### config.mk
export PLATFORM = sky130hd
export DESIGN_NAME = fb_scanout
export DESIGN_NICKNAME = d
export VERILOG_FILES = /design/src/rtl/fb_scanout.sv
export SDC_FILE = /design/constraint.sdc
export NUM_CORES = 1
export LEC_CHECK = 0
export BUFFER_PORTS_ARGS = -buffer_cell sky130_fd_sc_hd__buf_4
export CAP_MARGIN = 20
export CORE_MARGIN = 3
export CORE_UTILIZATION = 55
export CTS_BUF_LIST = sky130_fd_sc_hd__clkbuf_16
export DETAILED_ROUTE_END_ITERATION = 7
export PLACE_DENSITY = 0.76
export SLEW_MARGIN = 20
export SYNTH_ARGS = -nofsm -noshare
export SYNTH_HDL_FRONTEND = slang
export SYNTH_SLANG_ARGS = --single-unit
### constraint.sdc
create_clock -name CLOCK -period 1.9 [get_ports CLOCK]
set_input_delay 0.285 -clock CLOCK [delete_from_list [all_inputs] [get_ports CLOCK]]
set_output_delay 0.285 -clock CLOCK [all_outputs]
set_load 0.01 [all_outputs]
### src/rtl/fb_scanout.sv
// 640x480@60 scanout for the 1-bit framebuffer: VGA timing, sequential RAM read address, latency-matched outputs.
// Optional build macro FB_SCANOUT_BORDER_EN forces a one-pixel white border around the visible area.
module fb_scanout #(
    parameter int unsigned H_VISIBLE   = 640,
    parameter int unsigned H_FRONT     = 16,
    parameter int unsigned H_SYNC      = 96,
    parameter int unsigned H_BACK      = 48,
    parameter int unsigned V_VISIBLE   = 480,
    parameter int unsigned V_FRONT     = 10,
    parameter int unsigned V_SYNC      = 2,
    parameter int unsigned V_BACK      = 33,
    parameter int unsigned RAM_LATENCY = 1,
    parameter int unsigned ADDR_W      = 19
) (
    input  logic              CLOCK,
    input  logic              RESET_N,
    output logic [ADDR_W-1:0] RD_ADDR,
    input  logic              RD_DATA,
    output logic              VGA_HS,
    output logic              VGA_VS,
    output logic              VGA_RED,
    output logic              VGA_GREEN,
    output logic              VGA_BLUE,
    output logic              IS_DRAWING,
    output logic              FRAME_START
);

    localparam int unsigned H_TOTAL  = H_VISIBLE + H_FRONT + H_SYNC + H_BACK;
    localparam int unsigned V_TOTAL  = V_VISIBLE + V_FRONT + V_SYNC + V_BACK;
    localparam int unsigned HW       = $clog2(H_TOTAL);
    localparam int unsigned VW       = $clog2(V_TOTAL);
    localparam int unsigned HS_START = H_VISIBLE + H_FRONT;
    localparam int unsigned HS_END   = HS_START + H_SYNC;
    localparam int unsigned VS_START = V_VISIBLE + V_FRONT;
    localparam int unsigned VS_END   = VS_START + V_SYNC;

    // Term vector bit positions; sync bits are stored active-low.
    localparam int unsigned T_VIS = 0;
    localparam int unsigned T_HS  = 1;
    localparam int unsigned T_VS  = 2;
    localparam int unsigned T_FS  = 3;
`ifdef FB_SCANOUT_BORDER_EN
    localparam int unsigned T_EX  = 4;
    localparam int unsigned T_EY  = 5;
    localparam int unsigned TW    = 6;
`else
    localparam int unsigned TW    = 4;
`endif
    localparam logic [TW-1:0] T_IDLE = TW'(4'b0110);

    logic [HW-1:0]     h;
    logic [VW-1:0]     v;
    logic [ADDR_W-1:0] addr;
    logic              h_last;
    logic              v_last;
    logic              vis0;
    logic              last_pix;
    logic [TW-1:0]     t0;
    logic [TW-1:0]     td;
    logic              pix;

    assign h_last   = (h == HW'(H_TOTAL - 1));
    assign v_last   = (v == VW'(V_TOTAL - 1));
    assign vis0     = (h < HW'(H_VISIBLE)) && (v < VW'(V_VISIBLE));
    assign last_pix = (h == HW'(H_VISIBLE - 1)) && (v == VW'(V_VISIBLE - 1));
    assign RD_ADDR  = addr;

    // Raster counters
    always_ff @(posedge CLOCK or negedge RESET_N) begin
        if (!RESET_N) begin
            h <= '0;
            v <= '0;
        end else if (h_last) begin
            h <= '0;
            v <= v_last ? '0 : v + VW'(1);
        end else begin
            h <= h + HW'(1);
        end
    end

    // Running read address tracks v*H_VISIBLE+h without a multiplier
    always_ff @(posedge CLOCK or negedge RESET_N) begin
        if (!RESET_N) begin
            addr <= '0;
        end else if (vis0) begin
            addr <= last_pix ? '0 : addr + ADDR_W'(1);
        end
    end

    // Stage-0 terms
    always_comb begin
        t0        = '0;
        t0[T_VIS] = vis0;
        t0[T_HS]  = !((h >= HW'(HS_START)) && (h < HW'(HS_END)));
        t0[T_VS]  = !((v >= VW'(VS_START)) && (v < VW'(VS_END)));
        t0[T_FS]  = (h == '0) && (v == '0);
`ifdef FB_SCANOUT_BORDER_EN
        t0[T_EX]  = (h == '0) || (h == HW'(H_VISIBLE - 1));
        t0[T_EY]  = (v == '0) || (v == VW'(V_VISIBLE - 1));
`endif
    end

    // Delay terms to line up with RD_DATA
    generate
        if (RAM_LATENCY == 0) begin : g_nodly
            assign td = t0;
        end else begin : g_dly
            logic [TW-1:0] sr [RAM_LATENCY];
            always_ff @(posedge CLOCK or negedge RESET_N) begin
                if (!RESET_N) begin
                    for (int i = 0; i < RAM_LATENCY; i++) sr[i] <= T_IDLE;
                end else begin
                    sr[0] <= t0;
                    for (int i = 1; i < RAM_LATENCY; i++) sr[i] <= sr[i-1];
                end
            end
            assign td = sr[RAM_LATENCY-1];
        end
    endgenerate

`ifdef FB_SCANOUT_BORDER_EN
    assign pix = RD_DATA | td[T_EX] | td[T_EY];
`else
    assign pix = RD_DATA;
`endif

    // Output register; pixel data is blanked outside the visible area
    always_ff @(posedge CLOCK or negedge RESET_N) begin
        if (!RESET_N) begin
            VGA_HS      <= 1'b1;
            VGA_VS      <= 1'b1;
            VGA_RED     <= 1'b0;
            VGA_GREEN   <= 1'b0;
            VGA_BLUE    <= 1'b0;
            IS_DRAWING  <= 1'b0;
            FRAME_START <= 1'b0;
        end else begin
            VGA_HS      <= td[T_HS];
            VGA_VS      <= td[T_VS];
            VGA_RED     <= td[T_VIS] & pix;
            VGA_GREEN   <= td[T_VIS] & pix;
            VGA_BLUE    <= td[T_VIS] & pix;
            IS_DRAWING  <= td[T_VIS];
            FRAME_START <= td[T_FS];
        end
    end

endmodule

==> key figures <==
Critical path
  • Critical path's slowest cell: or4_1
  • Critical path's largest stage delay: 520 ps
  • CP Cell Sequence: a41oi_4 > nand3_2 > or4_1 > a21oi_1
  • Worst setup path class: flop to flop
  • Crit Path Max Fanout: 12
  • CP Capture Type: flop
  • WP data arrival: between 2000 and 2500 ps
  • Crit path launch type: flop
  • WP data required: 2110 ps

Pwr
  • Tot Pwr: between 2 and 2.5 mW
  • Pleak: 1.28 nW
  • Power Density: ~720 nW/um^2
  • Peak VDD IR: 0.000420 V

Floorplanning
  • Die Wd: 72.4 um
  • I/O Pins: 29
  • Row cnt: 23
  • Core area: 4120 sq um
  • Initial Util: 0.589
  • Chip height: roughly 72 um
  • Die area: 5240 sq um

Global route
  • First-pass GRT wire length: 8510 um
  • GRT Resource Usage Total: 0.209
  • Largest net degree at the start of global routing: just under 50
  • GR Util met2: 0.298
  • Vias in the first global route: 1740
  • Antenna violations before repair: 0
  • GRT busiest layer: met1
  • Met3 Track Usage GR: 0.0499
  • Total gr overflow: 0
  • Grt met1 use: 0.308

Synthesis
  • Warning count from the yosys run: 0
  • #FFs+latches synth: 48
  • Synth Flop Type: dfrtp_1
  • Sequential share of the synthesized area: 0.498
  • Synth cell types: 42
  • Synthesized cell area: 2420 sq um
  • EDFF count, synth: 0
  • Synthesized net count: 251
  • Synth async-reset ratio: 1.00
  • Top cells by count, synth: dfrtp_1 (44), nand3_1 (17), nor2_1 (16)
  • Cell count after synthesis: 243
  • Cell taking the most area after synthesis: dfrtp_1
  • Synth area leaders: dfrtp_1 (45%), dfstp_2 (4.3%), xor2_1 (3.6%)
  • Post-synth top area share: 0.454
  • Mean post-synth cell area: 9.97 sq um
  • Top-count cell post-synth: dfrtp_1

Timing
  • Setup violators final: 0
  • Hold_ws: -2.77 ps
  • Fmax: approximately 560 MHz
  • Clock period minus worst slack: ~1800 ps
  • Max Slew Vio Count: 0
  • RSZ-0062 raised after global routing: true
  • Final Hold Viols: 3
  • Worst-Margin Slew: between 500 and 600 ps
  • Setup_tns: 0 ps
  • Normalized max-slew margin: 0.607
  • Period utilization: 0.945
  • Final setup margin: between 100 and 150 ps
  • Layout Skew: roughly 6.0 ps

Detailed routing
  • First-pass detailed-route iteration total: 4
  • Via Count: 1889
  • Routed WL: 4920 um
  • Via density: 5.87
  • DR iter-0 viols: 150
  • Antenna-violating nets left: 0
  • Mean routed wirelength per cell: around 15 um
  • Number of remaining DRC errors: 0

Cells and area
  • Layout cell share with drive strength beyond 1: 0.199
  • Area grow syn2layout: 17.9%
  • Layout fillers: 308
  • Nets: roughly 280
  • Reg area: 1210 sq um
  • Antenna cells: 0
  • Multi-input logic area: 1100 sq um

Clock tree
  • Num CTS Buffers: 5
  • TritonCTS clock tree: done
  • Clk slew on worst S/H paths: around 70 ps
  • Post-CTS Resized: 0
  • Clock Tree Root: clkbuf_16
  • H-tree Lvls: 2
  • Clock sink total: 48
  • Clock Path Buffers: 2
  • Post-cts hold buffer count: 0
  • Latest clock arrival within the worst-skew pair: slightly below 300 ps
  • Post-CTS Setup Inserts: 0

Placement
  • PortBufs: 28
  • Placer Congestion: 0.834
  • HPWL Detailed: approximately 3400 um
  • Dpl ws: 115 ps

Status
  • Outcome: finished with violations
  • Failing checks: hold timing

Job
  • Max-cap viol count: 0

Hold path
  • Hold/Removal Path Class: primary input to asynchronous set/reset pin
[sequential cells by signal, summed over array words and instances, names as in the netlist]
| signal | count |
|---|---|
| v | 10 |
| VGA_HS | 1 |
| h | 10 |
| FRAME_START | 1 |
| IS_DRAWING | 1 |
| VGA_VS | 1 |
| g_dly.sr | 4 |
| RD_ADDR | 19 |
| VGA_RED | 1 |
[cells in the final DEF (no fill, tap or decap), drive strengths merged, types with 7 or more instances in the layout]
master / netlist / final
dfrtp: 44 / 44
buf: 9 / 33
nand3: 18 / 18
nor2: 16 / 16
inv: 14 / 14
nand2: 14 / 14
a21oi: 14 / 14
nand4: 14 / 14
o21ai: 13 / 13
xor2: 10 / 10
o31ai: 7 / 7
or3: 7 / 7
[final timing paths]
kind	start	endpoint	slack, ps	cells past startpoint
setup / recovery	v[8]$_DFFE_PN0N_	RD_ADDR[15]$_DFFE_PN0P_	100	4
hold / removal	RESET_N	h[3]$_DFF_PN0_	-3	1
setup reg to reg	v[8]$_DFFE_PN0N_	RD_ADDR[15]$_DFFE_PN0P_	100	4
hold reg to reg	g_dly.sr[3]$_DFF_PN0_	FRAME_START$_DFF_PN0_	350	0
max in group asynchronous	RESET_N	RD_ADDR[17]$_DFFE_PN0P_	1500	1
min in group CLOCK	RD_DATA	VGA_RED$_DFF_PN0_	210	2
[metrics by stage]
step	cells	cell area [sq um]	utilization	hold WS [ps]
after floorplan	243	2420	-	-10.6
after global placement	314	2680	0.652	333
after detailed placement	314	2680	0.652	332
after CTS	322	2860	0.694	23.2
after global routing	322	2860	0.694	44.3
final	322	2860	0.694	-2.77
[worst max-delay path: cells and delay by family, from the launching register on]
family / cells / cell delay (ps)
simple gates: 2 / 770
flops: 1 / 460
compound gates: 2 / 490
[power breakdown]
group | internal (mW) | switching, mW | total, mW
clock network | 0.625 | 0.388 | 1.01
registers | 1.02 | 0.000768 | 1.02
logic | 0.00697 | 0.0218 | 0.0287
[area by class of cell]
cell class | count | area share
inverter | 14 | 0.0184
multi-input combinational | 169 | 0.386
clock buffer | 5 | 0.0438
clock inverter | 3 | 0.0166
timing repair buffer | 33 | 0.0911
tap | 50 | 0.0219
sequential | 48 | 0.422
[logic make-up after synthesis]
family,after synthesis,share of synthesized area
adder cells (fa/ha/maj),5,0.0258
multiplexers,2,0.00826
buffers and inverters,26,0.0480
XOR/XNOR,15,0.0542
AND/OR/NAND/NOR,104,0.246
AO/OA/AOI/OAI,43,0.120
flip-flops,48,0.498
[layer usage]
| layer | wire (um) | vias up |
|---|---|---|
| li1 | - | 929 |
| met1 | 2390 | 895 |
| met2 | 2150 | 53 |
| met3 | 255 | 12 |
| met4 | 122 | 0 |
| met5 | 0 | - |
Power figures use the tool's default switching activity.
